**src/rtl/lfsr_ctrl_pkg.sv**
```systemverilog
// Shared definitions for the LFSR sequencer: host op codes, FSM state encoding
// and the seed value the LFSR control port presents out of reset.
package lfsr_ctrl_pkg;

   localparam logic [7:0] LFSR_SEED_RST = 8'hAA;

   typedef enum logic [1:0] {
      OP_NOP  = 2'b00,
      OP_SEED = 2'b01,
      OP_RUN  = 2'b10,
      OP_RSVD = 2'b11
   } cmd_op_t;

   typedef enum logic [1:0] {
      ST_IDLE = 2'b00,
      ST_LOAD = 2'b01,
      ST_RUN  = 2'b10,
      ST_DONE = 2'b11
   } state_t;

endpackage

```
**src/rtl/lfsr_seq_ctrl.sv**
```systemverilog
// Sequencer between host config logic and an external 8-bit LFSR: loads seeds,
// runs N-word bursts and forwards LFSR words downstream with backpressure.
module lfsr_seq_ctrl
   import lfsr_ctrl_pkg::*;
#(
   parameter int NB_DATA = 8,
   parameter int NB_CNT  = 16
)
(
   input  logic               clk,
   input  logic               i_rst_n,
   input  logic               i_cmd_valid,
   output logic               o_cmd_ready,
   input  logic [1:0]         i_cmd_op,
   input  logic [NB_DATA-1:0] i_cmd_seed,
   input  logic [NB_CNT-1:0]  i_cmd_count,
   input  logic               i_abort,
   output logic               o_lfsr_valid,
   output logic               o_lfsr_soft_reset,
   output logic [NB_DATA-1:0] o_lfsr_seed,
   input  logic [NB_DATA-1:0] i_lfsr_data,
   output logic [NB_DATA-1:0] o_data,
   output logic               o_data_valid,
   input  logic               i_data_ready,
   output logic               o_busy,
   output logic               o_done,
   output logic               o_err,
   output state_t             o_dbg_state
);

   state_t            state;
   logic [NB_CNT-1:0] remaining;
   logic              err_q;
   logic              cmd_fire;
   logic              xfer;
   cmd_op_t           op;

   // Valid/ready: a command or stream word moves on a posedge where valid and
   // ready are both high; valid holds its payload until that edge.
   assign op           = cmd_op_t'(i_cmd_op);
   assign o_cmd_ready  = (state == ST_IDLE);
   assign cmd_fire     = i_cmd_valid & o_cmd_ready;
   assign o_data_valid = (state == ST_RUN);
   assign xfer         = o_data_valid & i_data_ready;

   // The LFSR only steps on an accepted word, so a stalled word stays put.
   assign o_lfsr_valid      = xfer;
   assign o_lfsr_soft_reset = (state == ST_LOAD);
   assign o_data            = i_lfsr_data;
   assign o_busy            = (state != ST_IDLE);
   assign o_done            = (state == ST_DONE);
   assign o_err             = err_q;
   assign o_dbg_state       = state;

   always_ff @(posedge clk or negedge i_rst_n) begin
      if (!i_rst_n) begin
         state       <= ST_IDLE;
         remaining   <= '0;
         o_lfsr_seed <= NB_DATA'(LFSR_SEED_RST);
         err_q       <= 1'b0;
      end else begin
         err_q <= 1'b0;
         case (state)
            ST_IDLE: begin
               if (cmd_fire) begin
                  case (op)
                     OP_SEED: begin
                        // An all-zero seed would lock the LFSR up; reject it.
                        if (i_cmd_seed == '0) begin
                           err_q <= 1'b1;
                        end else begin
                           o_lfsr_seed <= i_cmd_seed;
                           state       <= ST_LOAD;
                        end
                     end
                     OP_RUN: begin
                        remaining <= i_cmd_count;
                        state     <= (i_cmd_count == '0) ? ST_DONE : ST_RUN;
                     end
                     OP_RSVD: err_q <= 1'b1;
                     default: ;
                  endcase
               end
            end
            ST_LOAD: state <= ST_IDLE;
            ST_RUN: begin
               if (xfer) begin
                  remaining <= remaining - NB_CNT'(1);
               end
               // Abort wins over completion; a coinciding transfer still counts.
               if (i_abort) begin
                  state <= ST_IDLE;
               end else if (xfer && (remaining == NB_CNT'(1))) begin
                  state <= ST_DONE;
               end
            end
            ST_DONE: state <= ST_IDLE;
            default: state <= ST_IDLE;
         endcase
      end
   end

endmodule

```
**config.mk**
```make
export PLATFORM = sky130hd
export DESIGN_NAME = lfsr_seq_ctrl
export DESIGN_NICKNAME = d
export VERILOG_FILES = /design/src/rtl/lfsr_ctrl_pkg.sv /design/src/rtl/lfsr_seq_ctrl.sv
export SDC_FILE = /design/constraint.sdc
export NUM_CORES = 1
export LEC_CHECK = 0
export ABC_AREA = 1
export CELL_PAD_IN_SITES_DETAIL_PLACEMENT = 1
export CELL_PAD_IN_SITES_GLOBAL_PLACEMENT = 1
export CORE_UTILIZATION = 32
export CTS_BUF_LIST = sky130_fd_sc_hd__clkbuf_2 sky130_fd_sc_hd__clkbuf_4 sky130_fd_sc_hd__clkbuf_8
export DETAILED_ROUTE_END_ITERATION = 8
export GPL_TIMING_DRIVEN = 0
export PLACE_DENSITY = 0.88
export SYNTH_ARGS = -nofsm -noshare
export SYNTH_HDL_FRONTEND = slang
export SYNTH_SLANG_ARGS = --single-unit
export TNS_END_PERCENT = 1
```
**constraint.sdc**
```tcl
create_clock -name clk -period 1.8 [get_ports clk]
set_input_delay 0.36 -clock clk [delete_from_list [all_inputs] [get_ports clk]]
set_output_delay 0.36 -clock clk [all_outputs]
set_load 0.02 [all_outputs]
```
# [Word-level counts from Yosys, hierarchy flattened]
# Cells that the tools add are included.
[op_classes] n_mux=15 n_bitwise=3 eq_ne=13 add_sub_neg=1 n_reduce_logical=10
[op_table] cell="two-way mux 16 bit" n=3
[op_table] cell="one-hot mux 16 bit (2 select lines)" n=1
[op_table] cell="== test 16 x 1 -> 1 bit (second input constant)" n=1
[op_table] cell="zero test 16 bit" n=1
[op_table] cell="subtractor 16 x 1 -> 16 bit (second input constant)" n=1
[op_table] cell="AND reduction 4 bit" n=3
[op_table] cell="== test 2 bit (second input constant)" n=4
[op_table] cell="zero test 8 bit" n=1
[op_table] cell="two-way mux 2 bit" n=4
[op_table] cell="!= test 2 x 1 -> 1 bit (second input constant)" n=3
[op_table] cell="one-hot mux 2 bit (3 select lines)" n=1
[op_table] cell="== test 2 x 1 -> 1 bit (second input constant)" n=2
[op_table] cell="two-way mux 1 bit" n=4
[op_table] cell="one-hot mux 2 bit (2 select lines)" n=1
[op_table] cell="nonzero test 2 bit" n=2
[op_table] cell="!= test 3 x 1 -> 1 bit (second input constant)" n=1
[op_table] cell="!= test 3 x 2 -> 1 bit (second input constant)" n=1
[op_table] cell="!= test 3 bit (second input constant)" n=1
[op_table] cell="bitwise AND 1 bit" n=2
[op_table] cell="zero test 2 bit" n=1
[op_table] cell="one-hot mux 1 bit (2 select lines)" n=1
[op_table] cell="OR reduction 2 bit" n=1
[op_table] cell="logical AND 1 bit" n=1
[op_table] cell="NOT 1 bit" n=1
[word_totals] register_bits=27

# [Logic depth before layout (Yosys ltp)]
# Gate-level depths: netlist of run 1.
[logic_depth] depth_word=6 mapped_depth=10 ltp_nobuf=10

# [Worst setup path before layout of run 1]
# No wires, ideal clock.
[synth_timing] path_kind="reg2reg" from="register state[1] (netlist: o_dbg_state[1])" to="register o_lfsr_seed[0]" n_path_buf=0 synth_period_minus_slack_ns=1.655 slack_ns=0.145 stages_incl_launch_ff=7 setup_time_ns=0.118 required_time_ns=1.682 t_arrival_ns=1.538 path_cell_list="dfrtp_1 -> nor2_2 -> inv_2 -> nor3_4 -> nand2_4 -> nand2_1 -> nand2_1"
[synth_between] elab_chain_cells=3
[synth_rtl] element="start, declared" line="lfsr_seq_ctrl.sv:31" text="state_t state;"
[synth_rtl] element="start signal, assigned" line="lfsr_seq_ctrl.sv:78" text="state <= (i_cmd_count == '0) ? ST_DONE : ST_RUN;"
[synth_rtl] element="zero test 2 bit *" line="lfsr_seq_ctrl.sv:41" text="assign o_cmd_ready = (state == ST_IDLE);"
[synth_rtl] element="named net o_cmd_ready" line="lfsr_seq_ctrl.sv:13" text="output logic o_cmd_ready,"
[synth_rtl] element="bitwise AND 1 bit" line="lfsr_seq_ctrl.sv:42" text="assign cmd_fire = i_cmd_valid & o_cmd_ready;"
[synth_rtl] element="AND reduction 4 bit (no source line) *"
[synth_rtl] element="end signal, assigned" line="lfsr_seq_ctrl.sv:59" text="o_lfsr_seed <= NB_DATA'(LFSR_SEED_RST);"
[synth_rtl] element="end signal, assigned" line="lfsr_seq_ctrl.sv:72" text="o_lfsr_seed <= i_cmd_seed;"
[synth_rtl] element="end, declared" line="lfsr_seq_ctrl.sv:20" text="output logic [NB_DATA-1:0] o_lfsr_seed,"
# The timed path passes the listed nets; every way through them passes the cells marked *.
# A chain may end at the register's enable or synchronous reset.

# [Worst setup path in the final report of run 1]
[layout_timing] from="register state[1] (netlist: o_dbg_state[1])" to="output o_dbg_state[1]"
[layout_lines] element="end, declared" line="lfsr_seq_ctrl.sv:28" text="output state_t o_dbg_state"
# No word-level cell between the ends.

==> run_results.csv, run 1 <==
group,metric,value,unit
clock_tree,cts_buffers,3,
logic_synthesis,synthCells,301,
route,drtIter0Drc,76,
global_routing,grtUsageTotal,20.3,%
cells_and_area,drive_gt1_share,10.9,%
route,drc,0,
worst_setup_path,worstPathRequired,1440,ps
sta,setup_viol,0,
floorplan,die_h,79.8,um
floorplan,die_w,79.8,um
global_routing,antenna_found_initial,0,
floorplan,io_pins,64,
sta,period_share,96.6,%
worst_setup_path,path_class,"register to output pin",
sta,fin_crit,1740,ps
cells_and_area,final_common_cell,"nand2_1",
placement,gp_congestion,0.854,
global_routing,grt_overflow,0,
sta,max_slew_margin,57.4,%
clock_tree,clk_pin_slew,100,ps
global_routing,grt_max_degree,28,
placement,numPortBuffers,55,
route,wire_per_inst,13.3,um
route,wirelength,5740,um
hold_path,hp-class,"input port to asynchronous set/reset pin",
logic_synthesis,syn_nets,342,
sta,max_clock_freq,0.575,GHz
floorplan,num_rows,27,
logic_synthesis,yosysWarnings,0,
cells_and_area,final_cell_mix,"106 x nand2_1, 58 x nor2_1, 44 x clkdlybuf4s50_1",
power,ir_worst_vdd,0.000387,V
worst_setup_path,ff2ff_setup_slack,210,ps
worst_setup_path,end_kind,"output pin",
sta,finalClockSkew,1.41,ps
logic_synthesis,synth_seq_cells,27,
floorplan,core,5680,sq um
logic_synthesis,syn_area_per_cell,6.43,sq um
floorplan,initial_utilization,34.1,%
worst_setup_path,worst-path-buf-inv,1,
worst_setup_path,crit_chain,"clkdlybuf4s50_1",
sta,tightest_slew,640,ps
clock_tree,cts.sinks,27,
cells_and_area,areaGrowthSynthToFinish,35.7,%
clock_tree,clock_latency,280,ps
job,maxCapViolations,0,
logic_synthesis,yosys-top-cells-area,"dfrtp_1 30%, nand2_1 21%, nor2_1 11%",
power,power.density,1200,nW/um^2
worst_setup_path,crit_arrival,1380,ps
floorplan,die_area,6370,sq um
global_routing,grt_pass1_wl,10100,um
placement,place_hpwl,4610,um
sta,hold_viol,0,
cells_and_area,nets,401,
sta,slew_viol_final,0,
sta,setup_tns,0,ps
route,ant_nets,0,
logic_synthesis,synth_top_area_share,29.7,%
clock_tree,cts.htree.levels,1,
route,vias,2062,
worst_setup_path,slowest_stage,"clkdlybuf4s50_1",
clock_tree,cts-root-buf,"clkbuf_8",
sta,rsz0062_at_grt,"no",
cells_and_area,fill_cells,774,
global_routing,first_global_vias,2175,
route,first_pass_iters,4,
cells_and_area,final_util,46.3,%
clock_tree,cts_tree,"yes",
logic_synthesis,mappedNetlistArea,1940,sq um
worst_setup_path,cp_top_family,"buffers and inverters",
logic_synthesis,yosysSeqAreaShare,35.1,%
route,vias_per_cell,4.78,
power,leakage,1.30,nW
worst_setup_path,path_max_fanout,6,
worst_setup_path,cp_slowest_stage_delay,630,ps
worst_setup_path,cp-start-kind,"register",
status,status,"completed",
logic_synthesis,ys_types,32,
clock_tree,clockBufferDepth,2,
cells_and_area,n_antenna_cell,0,
logic_synthesis,synth_top_area_cell,"dfrtp_1",
cell type report:
cell class | instances | area, sq um | area share, %
inverter | 33 | 136 | 5.19
multi-input combinational | 228 | 1040 | 39.6
tap | 72 | 90.1 | 3.43
buffer | 12 | 91.3 | 3.48
sequential | 27 | 683 | 26.0
clock inverter | 1 | 7.51 | 0.286
clock buffer | 3 | 41.3 | 1.57
timing repair buffer | 55 | 537 | 20.4
registers in the layout, indices dropped and copies added, names as in the netlist:
signal	cells
remaining	16
o_lfsr_seed	8
o_dbg_state	2
o_err	1
routing by layer:
metal / track usage (%) / wire (um)
met1: 25.0 / 2590
met2: 37.4 / 2960
met3: 1.71 / 127
met4: 5.54 / 68
met5: 0 / 0
power by group:
| part | internal [mW] | switching [mW] |
|---|---|---|
| Combinational | 0.635 | 1.02 |
| Sequential | 0.883 | 0.247 |
| Clock | 0.158 | 0.214 |
| Total | 1.68 | 1.48 |
synthesized netlist by cell type:
library cell  number
a21oi_1            4
and3_1             1
buf_2              2
buf_4              8
buf_6              2
clkbuf_1           1
clkinv_1           1
dfrtp_1           23
dfstp_2            4
ha_1               2
inv_1             28
inv_2              3
inv_6              1
nand2_1          106
nand2_2            3
nand2_4            2
nand3_1           27
nand3b_1           1
nand4_1            2
nor2_1            58
nor2_2             2
nor2_4             1
nor2_8             1
nor3_1             2
nor3_4             1
nor3b_1            1
o211ai_1           2
o21ai_0            6
o21ai_1            3
o21ai_4            1
o21bai_1           1
o22ai_1            1
repair_timing:
| item | in CTS | in global routing |
|---|---|---|
| gates cloned | 0 | 0 |
| endpoints found under the setup margin | 8 | 6 |
| gates resized for setup | 14 | 8 |
| setup buffers | 0 | 0 |
| hold buffers | 0 | 0 |
per-stage QoR:
step,setup WS [ps],std cells,power [mW],cell area (sq um),hold WS [ps]
after floorplan,145,301,2.19,1940,64.4
after global placement,-319,428,2.76,2580,451
after detailed placement,-324,428,2.84,2580,463
after CTS,-151,431,3.20,2630,481
after global routing,15.1,431,3.45,2630,126
final,62.0,431,3.16,2630,87.8
kinds of logic (layout without fill, tap and decap cells):
logic type      Yosys count  after routing  share of synthesized area (%)
fa+ha+maj                 2              2                           1.29
flops                    27             27                           35.1
compound gates           18             18                           5.68
simple gates            208            208                           46.3
buf+inv                  46            104                           11.6
worst paths after layout:
check	startpoint	cells after the start	to
min in group clk	o_lfsr_seed[7]$_DFFE_PN1P_	2	o_lfsr_seed[7]$_DFFE_PN1P_
min	i_rst_n	1	o_lfsr_seed[2]$_DFFE_PN0P_
min reg2reg	o_lfsr_seed[7]$_DFFE_PN1P_	2	o_lfsr_seed[7]$_DFFE_PN1P_
max in group asynchronous	i_rst_n	1	o_dbg_state[0]$_DFFE_PN0P_
max reg2reg	remaining[0]$_DFFE_PN0P_	9	remaining[10]$_DFFE_PN0P_
max	o_dbg_state[1]$_DFFE_PN0P_	1	o_dbg_state[1]
No activity file was read; power rests on OpenSTA's default activity.
==> run 2, diff against run 1 <==
--- a/config.mk
+++ b/config.mk
@@ -13,6 +13,7 @@
 export DETAILED_ROUTE_END_ITERATION = 8
 export GPL_TIMING_DRIVEN = 0
 export PLACE_DENSITY = 0.88
+export SKIP_CTS_REPAIR_TIMING = 1
 export SYNTH_ARGS = -nofsm -noshare
 export SYNTH_HDL_FRONTEND = slang
 export SYNTH_SLANG_ARGS = --single-unit
==> run 2 against run 1 <==
Compared with the run above:
- the flow now finishes with violations (setup timing)
- utilization increased by 0.40 points
- critical path depth increased by 2
- power increased by 0.56%
- combinational power about the same
- clock skew about the same
- critical endpoint is now o_busy
==> run_results.csv, run 2 (synthesis gave the netlist of run 1 again) <==
group,metric,value,unit
status,status,"complete, but fails checks",
status,violations,"setup timing",
sta,tightest_slew,641,ps
cells_and_area,nets,402,
clock_tree,cts_tree,"yes",
power,leakage,1.35,nW
sta,slew_viol_final,0,
sta,hold_viol,0,
route,drtIter0Drc,70,
power,power,3.18,mW
sta,max_clock_freq,0.499,GHz
global_routing,grtUsageTotal,20.4,%
sta,fin_crit,2010,ps
floorplan,die_area,6370,sq um
route,drc,0,
floorplan,die_w,79.8,um
global_routing,grt_overflow,0,
worst_setup_path,path_max_fanout,5,
floorplan,io_pins,64,
cells_and_area,largest_register_ffs,16,
worst_setup_path,cp_slowest_stage_delay,560,ps
sta,rsz0062_at_grt,"yes",
cells_and_area,final_common_cell,"nand2_1",
placement,place_hpwl,4610,um
sta,finalClockSkew,1.10,ps
route,wirelength,5790,um
power,ir_worst_vdd,0.000389,V
placement,gp_congestion,0.854,
floorplan,die_h,79.8,um
floorplan,num_rows,27,
sta,fin_ws,-206,ps
cells_and_area,fin_area,2650,sq um
clock_tree,cts-root-buf,"clkbuf_8",
global_routing,grt_max_degree,28,
job,maxCapViolations,0,
placement,post_dp_cell_area,2580,sq um
cells_and_area,n_antenna_cell,0,
clock_tree,clk_pin_slew,100,ps
sta,period_share,111,%
cells_and_area,areaGrowthSynthToFinish,36.8,%
power,power.density,1200,nW/um^2
worst_setup_path,path_class,"register to output pin",
placement,numPortBuffers,55,
global_routing,grt_pass1_wl,10100,um
global_routing,first_global_vias,2186,
worst_setup_path,crit_chain,"nor2_2, inv_2, clkdlybuf4s50_1",
cells_and_area,fin_cells,432,
clock_tree,cts_buffers,3,
route,vias_per_cell,4.81,
sta,max_slew_margin,57.3,%
route,vias,2079,
floorplan,core,5680,sq um
route,ant_nets,0,
floorplan,initial_utilization,34.1,%
worst_setup_path,crit_arrival,1650,ps
sta,setup_viol,1,
hold_path,hp-class,"input port to asynchronous set/reset pin",
worst_setup_path,worst-path-buf-inv,2,
cells_and_area,drive_gt1_share,10.8,%
cells_and_area,final_cell_mix,"106 x nand2_1, 58 x nor2_1, 45 x clkdlybuf4s50_1",
global_routing,antenna_found_initial,0,
worst_setup_path,end_kind,"output pin",
clock_tree,cts.htree.levels,1,
route,first_pass_iters,4,
route,wire_per_inst,13.4,um
worst_setup_path,cp_top_family,"buffers and inverters",
sta,setup_tns,-206,ps
cells_and_area,largest-register,"remaining",
cells_and_area,fill_cells,772,
clock_tree,cts.sinks,27,
clock_tree,clockBufferDepth,2,
worst_setup_path,worstPathRequired,1440,ps
clock_tree,clock_latency,280,ps
worst_setup_path,cp-start-kind,"register",
placement,dp.cells,428,
worst_setup_path,slowest_stage,"clkdlybuf4s50_1",
[run 2: cell count changes in the layout (fill, tap and decap cells not counted), sizes merged]
| cell | change |
|---|---|
| dlymetal6s2s | +5 |
| dlygate4sd2 | -5 |
| clkinv | +1 |
| clkdlybuf4s50 | +1 |
| buf | +1 |
| clkbuf | -1 |
| inv | -1 |
[run 2: worst reg2reg max path, delay by kind of cell, from the launching register on]
family | cells | cell delay [ps]
fa+ha+maj | 1 | 200
buf+inv | 2 | 140
flops | 1 | 410
simple gates | 6 | 780
[run 2: metrics by stage]
step | setup WS, ps | utilization [%] | hold slack, ps
2_1_floorplan | 145 | - | 64.4
3_3_place_gp | -319 | 45.4 | 451
3_5_place_dp | -324 | 45.4 | 463
4_1_cts | -660 | 46.3 | 481
5_1_grt | -294 | 46.7 | 126
6_report | -206 | 46.7 | 87.0
[run 2: final timing paths]
kind,from,endpoint,slack (ps),depth (start not counted)
worst min-delay path,i_rst_n,o_lfsr_seed[2]$_DFFE_PN0P_,90,1
worst max-delay path,o_dbg_state[0]$_DFFE_PN0P_,o_busy,-210,3
max in group asynchronous,i_rst_n,o_dbg_state[0]$_DFFE_PN0P_,1260,1
worst max register to register,remaining[0]$_DFFE_PN0P_,remaining[10]$_DFFE_PN0P_,200,9
worst min register to register,o_lfsr_seed[7]$_DFFE_PN1P_,o_lfsr_seed[7]$_DFFE_PN1P_,470,2
min in group clk,o_lfsr_seed[7]$_DFFE_PN1P_,o_lfsr_seed[7]$_DFFE_PN1P_,470,2
[run 2: layout make-up]
cell class	count	area [sq um]	share of cell area, %
inverter	33	134	5.05
multi-input combinational	228	1030	38.9
sequential	27	683	25.8
clock buffer	3	41.3	1.56
timing repair buffer	55	561	21.2
clock inverter	1	7.51	0.283
tap	72	90.1	3.40
buffer	13	103	3.87
[run 2: routing by layer]
| layer | track usage [%] | part of all wire [%] | routed length [um] |
|---|---|---|---|
| met5 | 0 | 0 | 0 |
| met2 | 37.7 | 52 | 3000 |
| met1 | 24.8 | 44 | 2560 |
| met3 | 2.06 | 2.7 | 158 |
| met4 | 5.71 | 1.1 | 65 |
[run 2: where the power goes]
part           switching, mW  internal (mW)  total [mW]
combinational           1.02          0.655        1.67
sequential             0.244          0.883        1.13
clock                  0.216          0.158       0.374
total                   1.48           1.70        3.18
